===== src/rtl/plic.sv =====
// ---------------------------------------------------------------------------
// plic -- platform-level interrupt controller, single machine-mode context.
//
// Collects level-sensitive interrupt lines through a per-source gateway
// (pending/inflight), arbitrates by priority against a threshold and exposes
// a claim/complete register.  The register file sits behind a simple
// valid/ready bus that answers every request exactly one cycle later.
//
// Ports:
//   clk          single clock, rising edge
//   rst          asynchronous, active-low reset
//   plic_valid   request strobe (every valid cycle is accepted)
//   plic_instr   request is an instruction fetch (answered with 0, no effect)
//   plic_addr    byte offset from PLIC base; addr[1:0] ignored
//   plic_wdata   write data
//   plic_wstrb   byte write strobes; 0 means read
//   plic_rdata   read data, 0 whenever plic_ready is low
//   plic_ready   one-cycle response strobe
//   plic_src     interrupt lines, bit 0 ignored
//   plic_meip    registered external-interrupt-pending output
//
// Register map (word addresses):
//   0x000000+4*i priority[i]   0x001000 pending (RO)   0x002000 enable
//   0x200000 threshold         0x200004 claim (read) / complete (write)
// ---------------------------------------------------------------------------
module plic #(
    parameter int plic_sources   = 8,
    parameter int plic_prio_bits = 3
) (
    input  logic                    clk,
    input  logic                    rst,
    input  logic                    plic_valid,
    input  logic                    plic_instr,
    input  logic [31:0]             plic_addr,
    input  logic [31:0]             plic_wdata,
    input  logic [3:0]              plic_wstrb,
    output logic [31:0]             plic_rdata,
    output logic                    plic_ready,
    input  logic [plic_sources-1:0] plic_src,
    output logic                    plic_meip
);

    localparam int NS  = plic_sources;
    localparam int PB  = plic_prio_bits;
    localparam int IDW = $clog2(NS);
    localparam logic [31:0] NUM_SRC = plic_sources;
    // Source 0 does not exist, so its enable bit is hard-wired to zero.
    localparam logic [NS-1:0] EN_MASK = {{(NS-1){1'b1}}, 1'b0};

    // Replace the strobed bytes of a zero-extended register image.
    function automatic logic [31:0] merge_bytes(input logic [31:0] old_val,
                                                input logic [31:0] new_val,
                                                input logic [3:0]  strb);
        logic [31:0] merged;
        merged = old_val;
        for (int b = 0; b < 4; b++) begin
            if (strb[b]) merged[8*b +: 8] = new_val[8*b +: 8];
        end
        return merged;
    endfunction

    // ------------------------------------------------------------------
    // Request decode
    // ------------------------------------------------------------------
    logic        req;
    logic        is_write;
    logic        is_read;
    logic [29:0] word_addr;
    logic [9:0]  prio_idx;
    logic        hit_prio;
    logic        hit_pend;
    logic        hit_en;
    logic        hit_thr;
    logic        hit_claim;

    assign req       = plic_valid & ~plic_instr;
    assign is_write  = req & (|plic_wstrb);
    assign is_read   = req & ~(|plic_wstrb);
    assign word_addr = plic_addr[31:2];
    assign prio_idx  = plic_addr[11:2];
    assign hit_prio  = (plic_addr[31:12] == 20'd0) && ({22'd0, prio_idx} < NUM_SRC);
    assign hit_pend  = (word_addr == 30'h0000400);
    assign hit_en    = (word_addr == 30'h0000800);
    assign hit_thr   = (word_addr == 30'h0080000);
    assign hit_claim = (word_addr == 30'h0080001);

    // Byte lanes below the word and source 0 carry no information.
    logic unused_bits;
    assign unused_bits = ^{plic_addr[1:0], plic_src[0]};

    // ------------------------------------------------------------------
    // State
    // ------------------------------------------------------------------
    logic [NS-1:0]    enable_reg;
    logic [PB-1:0]    thr_reg;
    logic [NS-1:0]    pending_reg;
    logic [NS-1:0]    inflight_reg;
    logic             ready_reg;
    logic [31:0]      rdata_reg;
    logic             meip_reg;

    logic [NS*PB-1:0] prio_flat;
    logic [NS-1:0]    pending_next;
    logic [NS-1:0]    inflight_next;
    logic [NS-1:0]    eligible;
    logic [NS-1:0]    claim_hit;
    logic [NS-1:0]    complete_hit;
    logic [IDW-1:0]   claim_id;
    logic [31:0]      rdata_next;

    // ------------------------------------------------------------------
    // Claim selection: scanning upward with a strict '>' keeps the lowest
    // ID on ties; starting from the threshold enforces prio > threshold
    // and makes priority-0 sources unclaimable.
    // ------------------------------------------------------------------
    logic [PB-1:0] best_prio;

    always_comb begin
        claim_id  = '0;
        best_prio = thr_reg;
        for (int i = 1; i < NS; i++) begin
            if (pending_reg[i] && enable_reg[i] && (prio_flat[i*PB +: PB] > best_prio)) begin
                best_prio = prio_flat[i*PB +: PB];
                claim_id  = IDW'(i);
            end
        end
    end

    // ------------------------------------------------------------------
    // Per-source priority register and gateway
    // ------------------------------------------------------------------
    for (genvar gi = 0; gi < NS; gi++) begin : gen_src
        if (gi == 0) begin : gen_none
            assign prio_flat[PB-1:0] = '0;
            assign pending_next[0]   = 1'b0;
            assign inflight_next[0]  = 1'b0;
            assign eligible[0]       = 1'b0;
            assign claim_hit[0]      = 1'b0;
            assign complete_hit[0]   = 1'b0;
        end else begin : gen_real
            logic [PB-1:0] prio_reg;
            logic          prio_sel;

            assign prio_sel = is_write & hit_prio & (prio_idx == 10'(gi));

            always_ff @(posedge clk or negedge rst) begin
                if (!rst) begin
                    prio_reg <= '0;
                end else if (prio_sel) begin
                    prio_reg <= PB'(merge_bytes(32'(prio_reg), plic_wdata, plic_wstrb));
                end
            end

            assign prio_flat[gi*PB +: PB] = prio_reg;
            assign claim_hit[gi]    = is_read & hit_claim & (claim_id == IDW'(gi));
            assign complete_hit[gi] = is_write & hit_claim & (plic_wdata == 32'(gi))
                                      & inflight_reg[gi];
            assign eligible[gi]     = pending_reg[gi] & enable_reg[gi] & (prio_reg > thr_reg);
            // Inflight blocks re-pending, so a claim coinciding with an
            // active line leaves pending clear, and a complete only lets the
            // line re-pend on the edge after it has taken effect.
            assign pending_next[gi]  = (pending_reg[gi] | (plic_src[gi] & ~inflight_reg[gi]))
                                       & ~claim_hit[gi];
            assign inflight_next[gi] = (inflight_reg[gi] | claim_hit[gi]) & ~complete_hit[gi];
        end
    end

    // ------------------------------------------------------------------
    // Read data, captured at the request edge and shown in the response
    // cycle; writes, fetches and unmapped reads answer 0.
    // ------------------------------------------------------------------
    always_comb begin
        rdata_next = '0;
        if (is_read) begin
            if (hit_prio) begin
                for (int i = 0; i < NS; i++) begin
                    if (prio_idx == 10'(i)) rdata_next = 32'(prio_flat[i*PB +: PB]);
                end
            end else if (hit_pend) begin
                rdata_next = 32'(pending_reg);
            end else if (hit_en) begin
                rdata_next = 32'(enable_reg);
            end else if (hit_thr) begin
                rdata_next = 32'(thr_reg);
            end else if (hit_claim) begin
                rdata_next = 32'(claim_id);
            end
        end
    end

    always_ff @(posedge clk or negedge rst) begin
        if (!rst) begin
            enable_reg   <= '0;
            thr_reg      <= '0;
            pending_reg  <= '0;
            inflight_reg <= '0;
            ready_reg    <= 1'b0;
            rdata_reg    <= '0;
            meip_reg     <= 1'b0;
        end else begin
            ready_reg    <= plic_valid;
            rdata_reg    <= rdata_next;
            meip_reg     <= |eligible;
            pending_reg  <= pending_next;
            inflight_reg <= inflight_next;
            if (is_write && hit_en) begin
                enable_reg <= NS'(merge_bytes(32'(enable_reg), plic_wdata, plic_wstrb)) & EN_MASK;
            end
            if (is_write && hit_thr) begin
                thr_reg <= PB'(merge_bytes(32'(thr_reg), plic_wdata, plic_wstrb));
            end
        end
    end

    assign plic_ready = ready_reg;
    assign plic_rdata = rdata_reg;
    assign plic_meip  = meip_reg;

endmodule


===== config.mk =====
export PLATFORM = sky130hd
export DESIGN_NAME = plic
export DESIGN_NICKNAME = d
export VERILOG_FILES = /design/src/rtl/plic.sv
export SDC_FILE = /design/constraint.sdc
export NUM_CORES = 1
export LEC_CHECK = 0
export ABC_CLOCK_PERIOD_IN_PS = 9870
export CAP_MARGIN = 10
export CORE_MARGIN = 2
export CORE_UTILIZATION = 45
export DETAILED_ROUTE_END_ITERATION = 8
export GPL_ROUTABILITY_DRIVEN = 0
export GPL_TIMING_DRIVEN = 1
export PLACE_DENSITY = 0.76
export SLEW_MARGIN = 40
export SYNTH_ARGS = -nofsm -noshare
export SYNTH_HDL_FRONTEND = slang
export SYNTH_SLANG_ARGS = --single-unit

===== constraint.sdc =====
create_clock -name clk -period 9.87 [get_ports clk]
set_clock_uncertainty 0.05 [all_clocks]
set_input_delay 1.4805 -clock clk [delete_from_list [all_inputs] [get_ports clk]]
set_output_delay 1.4805 -clock clk [all_outputs]
set_load 0.1 [all_outputs]

# Yosys cells after proc, flatten, opt, wreduce, memory -nomap -nowiden
# Index checks and enable logic that the tools add are counted.
[word_totals]
reg_bits = 79
input_bits = 80
elab_cells = 214
[classes]
magnitude_cmp = 14
n_eq_ne = 25
n_mux = 26
n_bitwise = 106
n_reduce_logical = 29
[op_table]
columns = ["operator", "count"]
rows = [
  ["$mux W32", 8],
  ["$eq A32 B3 Y1 const B", 4],
  ["$and A1 B1 Y1", 69],
  ["$eq A32 B2 Y1 const B", 2],
  ["$eq A30 B20 Y1 const B", 2],
  ["$eq A10 B3 Y1 const B", 4],
  ["$gt A3 B3 Y1", 13],
  ["$mux W3", 13],
  ["$eq A32 B1 Y1 const B", 1],
  ["$eq A30 B11 Y1 const B", 1],
  ["$eq A30 B12 Y1 const B", 1],
  ["$not A1 Y1", 23],
  ["$eq A10 B2 Y1 const B", 2],
  ["$logic_not A20 Y1", 1],
  ["$reduce_and A2 Y1", 9],
  ["$logic_and A1 B1 Y1", 17],
  ["$mux W8", 2],
  ["$or A1 B1 Y1", 14],
  ["$eq A3 B3 Y1 const B", 4],
  ["$eq A10 B1 Y1 const B", 1],
  ["$lt A10 B4 Y1 const B", 1],
  ["$reduce_or A7 Y1", 1],
  ["$eq A3 B2 Y1 const B", 2],
  ["$mux W2", 2],
  ["other kinds (3)", 3],
]

# Logic depth before layout (Yosys ltp)
[logic_depth]
depth_word = 27
depth_mapped = 50
mapped_depth_nobuf = 49

# Least setup slack after synthesis
# Ideal clock, no wire load.
[synth_path]
path_kind = "register to register"
from = "register thr_reg[2]"
to = "register inflight_reg[2]"
setup_time_ps = 65
t_arrival_ps = 9972
required_ps = 9755
path_slack_ps = -217
path_stages_with_launch = 49
n_path_buf = 1
synth_period_minus_slack_ps = 10087
cell_sequence = "dfrtp_1 -> inv_1 -> ha_1 -> nor2_1 -> a31oi_1 -> nand2_2 -> nand2_1 -> o21ai_0 -> ha_1 -> nor2_1 -> maj3_1 -> a211o_1 -> o211a_1 -> nor2_1 -> nand2_1 -> o21ai_0 -> ha_1 -> nor2_1 -> [... 13 more ...] -> maj3_1 -> o22a_1 -> buf_4 -> mux2_4 -> ha_1 -> inv_1 -> a21o_1 -> a21oi_1 -> a311oi_1 -> mux2_2 -> ha_1 -> a21o_1 -> a21oi_1 -> a311oi_1 -> or2_2 -> or2_2 -> nor4_1 -> o22a_1"
[synth_via]
elab_chain_cells = 25
word_cells_on_any_way = 31
cone_classes = "order compare (7); eq/ne (1); mux (13); bitwise (3); reduce/logical (7)"
[synth_lines]
columns = ["element", "line", "rtl"]
rows = [
  ["start: declaration", "95", "logic [PB-1:0] thr_reg;"],
  ["start signal: assignment", "210", "thr_reg <= PB'(merge_bytes(32'(thr_reg), plic_wdata, plic_wstrb));"],
  ["$gt A3 B3 Y1", "122", "if (pending_reg[i] && enable_reg[i] && (prio_flat[i*PB +: PB] > best_prio)) begin"],
  ["$logic_and A1 B1 Y1", "122", ""],
  ["$mux W3", "122", ""],
  ["$gt A3 B3 Y1", "122", ""],
  ["$logic_and A1 B1 Y1", "122", ""],
  ["$mux W3", "122", ""],
  ["$gt A3 B3 Y1", "122", ""],
  ["$logic_and A1 B1 Y1", "122", ""],
  ["[... 10 more ...]", "-", ""],
  ["$gt A3 B3 Y1", "122", ""],
  ["$logic_and A1 B1 Y1", "122", ""],
  ["$mux W3 (*)", "122", ""],
  ["$eq A3 B2 Y1 (*)", "155", "assign claim_hit[gi] = is_read & hit_claim & (claim_id == IDW'(gi));"],
  ["$and A1 B1 Y1 (*)", "155", ""],
  ["$or A1 B1 Y1 (*)", "164", "assign inflight_next[gi] = (inflight_reg[gi] | claim_hit[gi]) & ~complete_hit[gi];"],
  ["$and A1 B1 Y1 (*)", "164", ""],
  ["net inflight_next[2]", "104", "logic [NS-1:0] inflight_next;"],
  ["end signal: assignment", "205", "inflight_reg <= inflight_next;"],
  ["end: declaration", "97", "logic [NS-1:0] inflight_reg;"],
]
# The timed path passes the listed nets; every way through them passes the cells marked *.
# A chain may end at the register's enable or synchronous reset.

# Worst setup path in the final report
[layout_path]
from = "register thr_reg[1]"
to = "register rdata_reg[1], in the netlist plic_rdata[1]"
[layout_via]
elab_chain_cells = 27
word_cells_on_any_way = 32
cone_classes = "order compare (7); mux (18); reduce/logical (7)"
[layout_lines]
columns = ["element", "line", "rtl"]
rows = [
  ["$gt A3 B3 Y1", "122", ""],
  ["$logic_and A1 B1 Y1", "122", ""],
  ["$mux W3", "122", ""],
  ["$gt A3 B3 Y1", "122", ""],
  ["$logic_and A1 B1 Y1", "122", ""],
  ["$mux W3", "122", ""],
  ["$gt A3 B3 Y1", "122", ""],
  ["$logic_and A1 B1 Y1", "122", ""],
  ["[... 12 more ...]", "-", ""],
  ["$mux W3", "122", ""],
  ["$mux W3", "185", "end else if (hit_claim) begin"],
  ["$mux W3 (*)", "183", "end else if (hit_thr) begin"],
  ["$mux W8 (*)", "181", "end else if (hit_en) begin"],
  ["$mux W8 (*)", "179", "end else if (hit_pend) begin"],
  ["$mux W32 (*)", "175", "if (hit_prio) begin"],
  ["$mux W32 (*)", "174", "if (is_read) begin"],
  ["net rdata_next[1]", "109", "logic [31:0] rdata_next;"],
  ["end signal: assignment", "202", "rdata_reg <= rdata_next;"],
  ["end: declaration", "99", "logic [31:0] rdata_reg;"],
]
# Marks and branches as above.

==> impl_summary.txt <==
----------------------------------------------------
[Synthesis]
  Share of the synthesized area in compound gates (AO/OA/AOI/OAI) ... 0.196
  Area share of the leading cell type in the synthesized netlist ... 0.328
  Top cell types by occurrence after synthesis ... dfrtp_1 (55), nor2_1 (43), nand2_1 (42)
  Largest family of logic cells by synthesized area ... simple AND/OR/NAND/NOR gates
  Mean post-synth cell area ... 8.76 um^2
  Share of synthesized area occupied by flip-flops and latches ... 0.328
  Library cell with the largest summed area after synthesis ... dfrtp_1
  Top FF cell, synth ... dfrtp_1
  Proportion of synthesized area in mux cells ... 0.0814
  Leading cell types by total area after synthesis ... dfrtp_1 (33%), ha_1 (9.2%), mux2_2 (6.2%)
  Flops & latches, synth ... 55
  Adder and majority cell fraction of the synthesized area ... 0.0972
  Post-synth EDFFs ... 0
  Post-synthesis simple-gate area fraction ... 0.212
  Xor/xnor cell area share of the yosys netlist ... 0
  Number of unique standard cell types used by synthesis ... 62
  Cell with the most instances after synthesis ... dfrtp_1
  Syn Inst Count ... 479
  Synthesized cell area ... 4200 um^2
  Asr flop ratio synth ... 1.00
  Yosys warnings ... 0

[Finish]
  Non-Filler Instances ... 706
  Antenna diodes ... 0
  Area taken by multi-input logic gates ... 2730 um^2
  Area growth from synthesis to layout ... 31.8%
  Layout cell share with drive strength beyond 1 ... 0.213
  Area occupied by registers ... 1380 um^2
  Nets@finish ... 705
  Number of fill cells in the layout ... 779
  Max FFs per register ... 21

[Hold path]
  Path category of the worst min-delay check ... reg -> reg
  Worst hold path cell count ... 1

[Clock network]
  Number of buffers on the longest clock path ... 2
  H-tree level count ... 2
  CTS tree ... built
  TritonCTS buffer count ... 5
  Post-cts hold buffer count ... 0
  Latest clock arrival within the worst-skew pair ... 0.32 ns
  Root buffer cell ... clkbuf_8
  Number of sinks handled by clock tree synthesis ... 55
  Clock slew at reported path FFs ... 0.10 ns

[Routing]
  Routed len/inst ... 17.7 um
  Post-detailed-route DRC marker count ... 0
  Violation count after the first detailed-routing iteration ... 396
  Total Routed Length ... 12.5 mm
  Routed vias/inst ... 5.77
  Remaining number of nets flagged by the antenna check after routing ... 0
  Vias ... 4074
  Number of iterations in the first detailed-routing pass ... 7

[STA]
  Setup Viol. Count Final ... 0
  Hold violation count in the final report ... 0
  Worst slew margin relative to its limit ... 0.499
  Final total negative setup slack ... 0 ns
  Highest Clock Rate ... 105 MHz
  Slew of the pin with the lowest slew margin ... 0.742 ns
  Crit share post-route ... 0.969
  Crit path time final ... 9.57 ns
  WHS ... 0.439 ns
  Slew Viols, Final ... 0

[Placement]
  Number of port buffers ... 86
  Dpl cells ... 683
  Detail Placement HPWL ... 9.46 mm

[Critical path]
  Count of cells along the worst register-to-register path ... 47
  Longest individual stage delay on the worst path ... 0.39 ns
  Worst Setup Start Kind ... register
  Max Fanout on Critical Path ... 4
  Data arrival, critical path ... 9.72 ns
  Worst Path Required ... 10.02 ns
  Setup crit end kind ... register
  Worst-path cell with the longest stage delay ... dfrtp_1
  Kind of critical path ... reg -> reg

[Global routing]
  Wire length of the first global-routing pass ... 19.6 mm
  Antenna violations before repair ... 0
  Residual overflow from global routing ... 0
  Total GRT Usage ... 0.247
  Number of global-route vias before repair ... 4089
  Pin count of the biggest net entering global routing ... 56

[Die]
  Boundary pin count ... 114
  Die height ... 101 um
  Horiz. Die Dim ... 101 um
  Area enclosed by the die boundary ... 10100 um^2
  Floorplan core area ... 9150 um^2
  Num rows ... 35
  Initial Util ... 0.459

[Power]
  Worst vdd ir ... 54.8 uV
  Static power due to leakage ... 2.46 nW
  Pwr/cell area ... 80.0 nW/um^2

[Flow run]
  Max-Cap Viols ... 0

[Outcome]
  Result of the run ... finished, final reports clean

----------------------------------------------------
-- through the flow --
stage                     utilization  worst slack [ns]  area [um^2]  power, W
after CTS                       0.582           0.00575         5320  0.000443
after detailed placement        0.565            -0.217         5170  0.000318
after global routing            0.604            -0.111         5530  0.000455
after floorplan                     -            0.0579         4310  0.000286
final                           0.604             0.301         5530  0.000442
after global placement          0.570           -0.0152         5220  0.000317
-- cell type report --
type | count | area share
multi-input combinational | 378 | 0.494
tap | 111 | 0.0251
inverter | 33 | 0.0224
clock inverter | 3 | 0.00362
sequential | 55 | 0.249
timing repair buffer | 121 | 0.193
clock buffer | 5 | 0.0124
-- final timing paths --
path                            startpoint              end  slack, ns
min reg2reg                inflight_reg[3]  inflight_reg[3]       0.44
min in group asynchronous              rst   pending_reg[2]       1.22
min                        inflight_reg[3]  inflight_reg[3]       0.44
max in group asynchronous              rst       thr_reg[2]       8.00
max reg2reg                     thr_reg[1]    plic_rdata[1]       0.30
max                             thr_reg[1]    plic_rdata[1]       0.30
-- metal layers --
layer,routed length (um),vias up,track usage
met5,0,-,0
met4,484,0,0.116
met3,752,39,0.0222
met2,6190,174,0.421
met1,5050,1932,0.316
li1,-,1929,-
-- cell families (layout without fill, tap and decap cells) --
group / after synthesis / count (layout)
AO/OA/AOI/OAI: 118 / 118
adder cells (fa/ha/maj): 33 / 33
buffers and inverters: 69 / 162
flip-flops: 55 / 55
multiplexers: 28 / 28
other: 1 / 24
AND/OR/NAND/NOR: 175 / 175
-- placed cells by master (no fill, tap or decap), types with 6 or more instances in the layout --
master and instances:
a21oi_1 26, a31oi_1 6, and3_1 12, buf_2 11, buf_4 35, clkdlybuf4s50_1 75, conb_1 24, dfrtp_1 54
ha_1 27, inv_1 30, mux2_2 21, mux2_4 6, nand2_1 41, nand3_1 11, nor2_1 40, nor2b_1 8
nor3_1 9, nor4_1 12, o21ai_0 23
-- critical path: cells and delay by family (launching register included) --
kind	cells	cell delay, ns
DFF	1	0.39
muxes	4	1.35
buffers and inverters	3	0.28
AOI/OAI and AO/OA	17	2.93
and+or+nand+nor	14	2.08
adders and majority gates	9	2.40
-- report_power, final --
part	internal (W)	switching, W
Sequential	0.000225	0.0000000746
Clock	0.0000496	0.0000792
Combinational	0.0000295	0.0000585
-- timing repair --
item | CTS | global route
setup buffers | 5 | 10
setup endpoints to repair | 12 | 17
pin swaps | 4 | 15
hold endpoints to repair | 0 | 0
gates resized for setup | 8 | 29
Note: power is estimated with default switching activity, not from simulation.
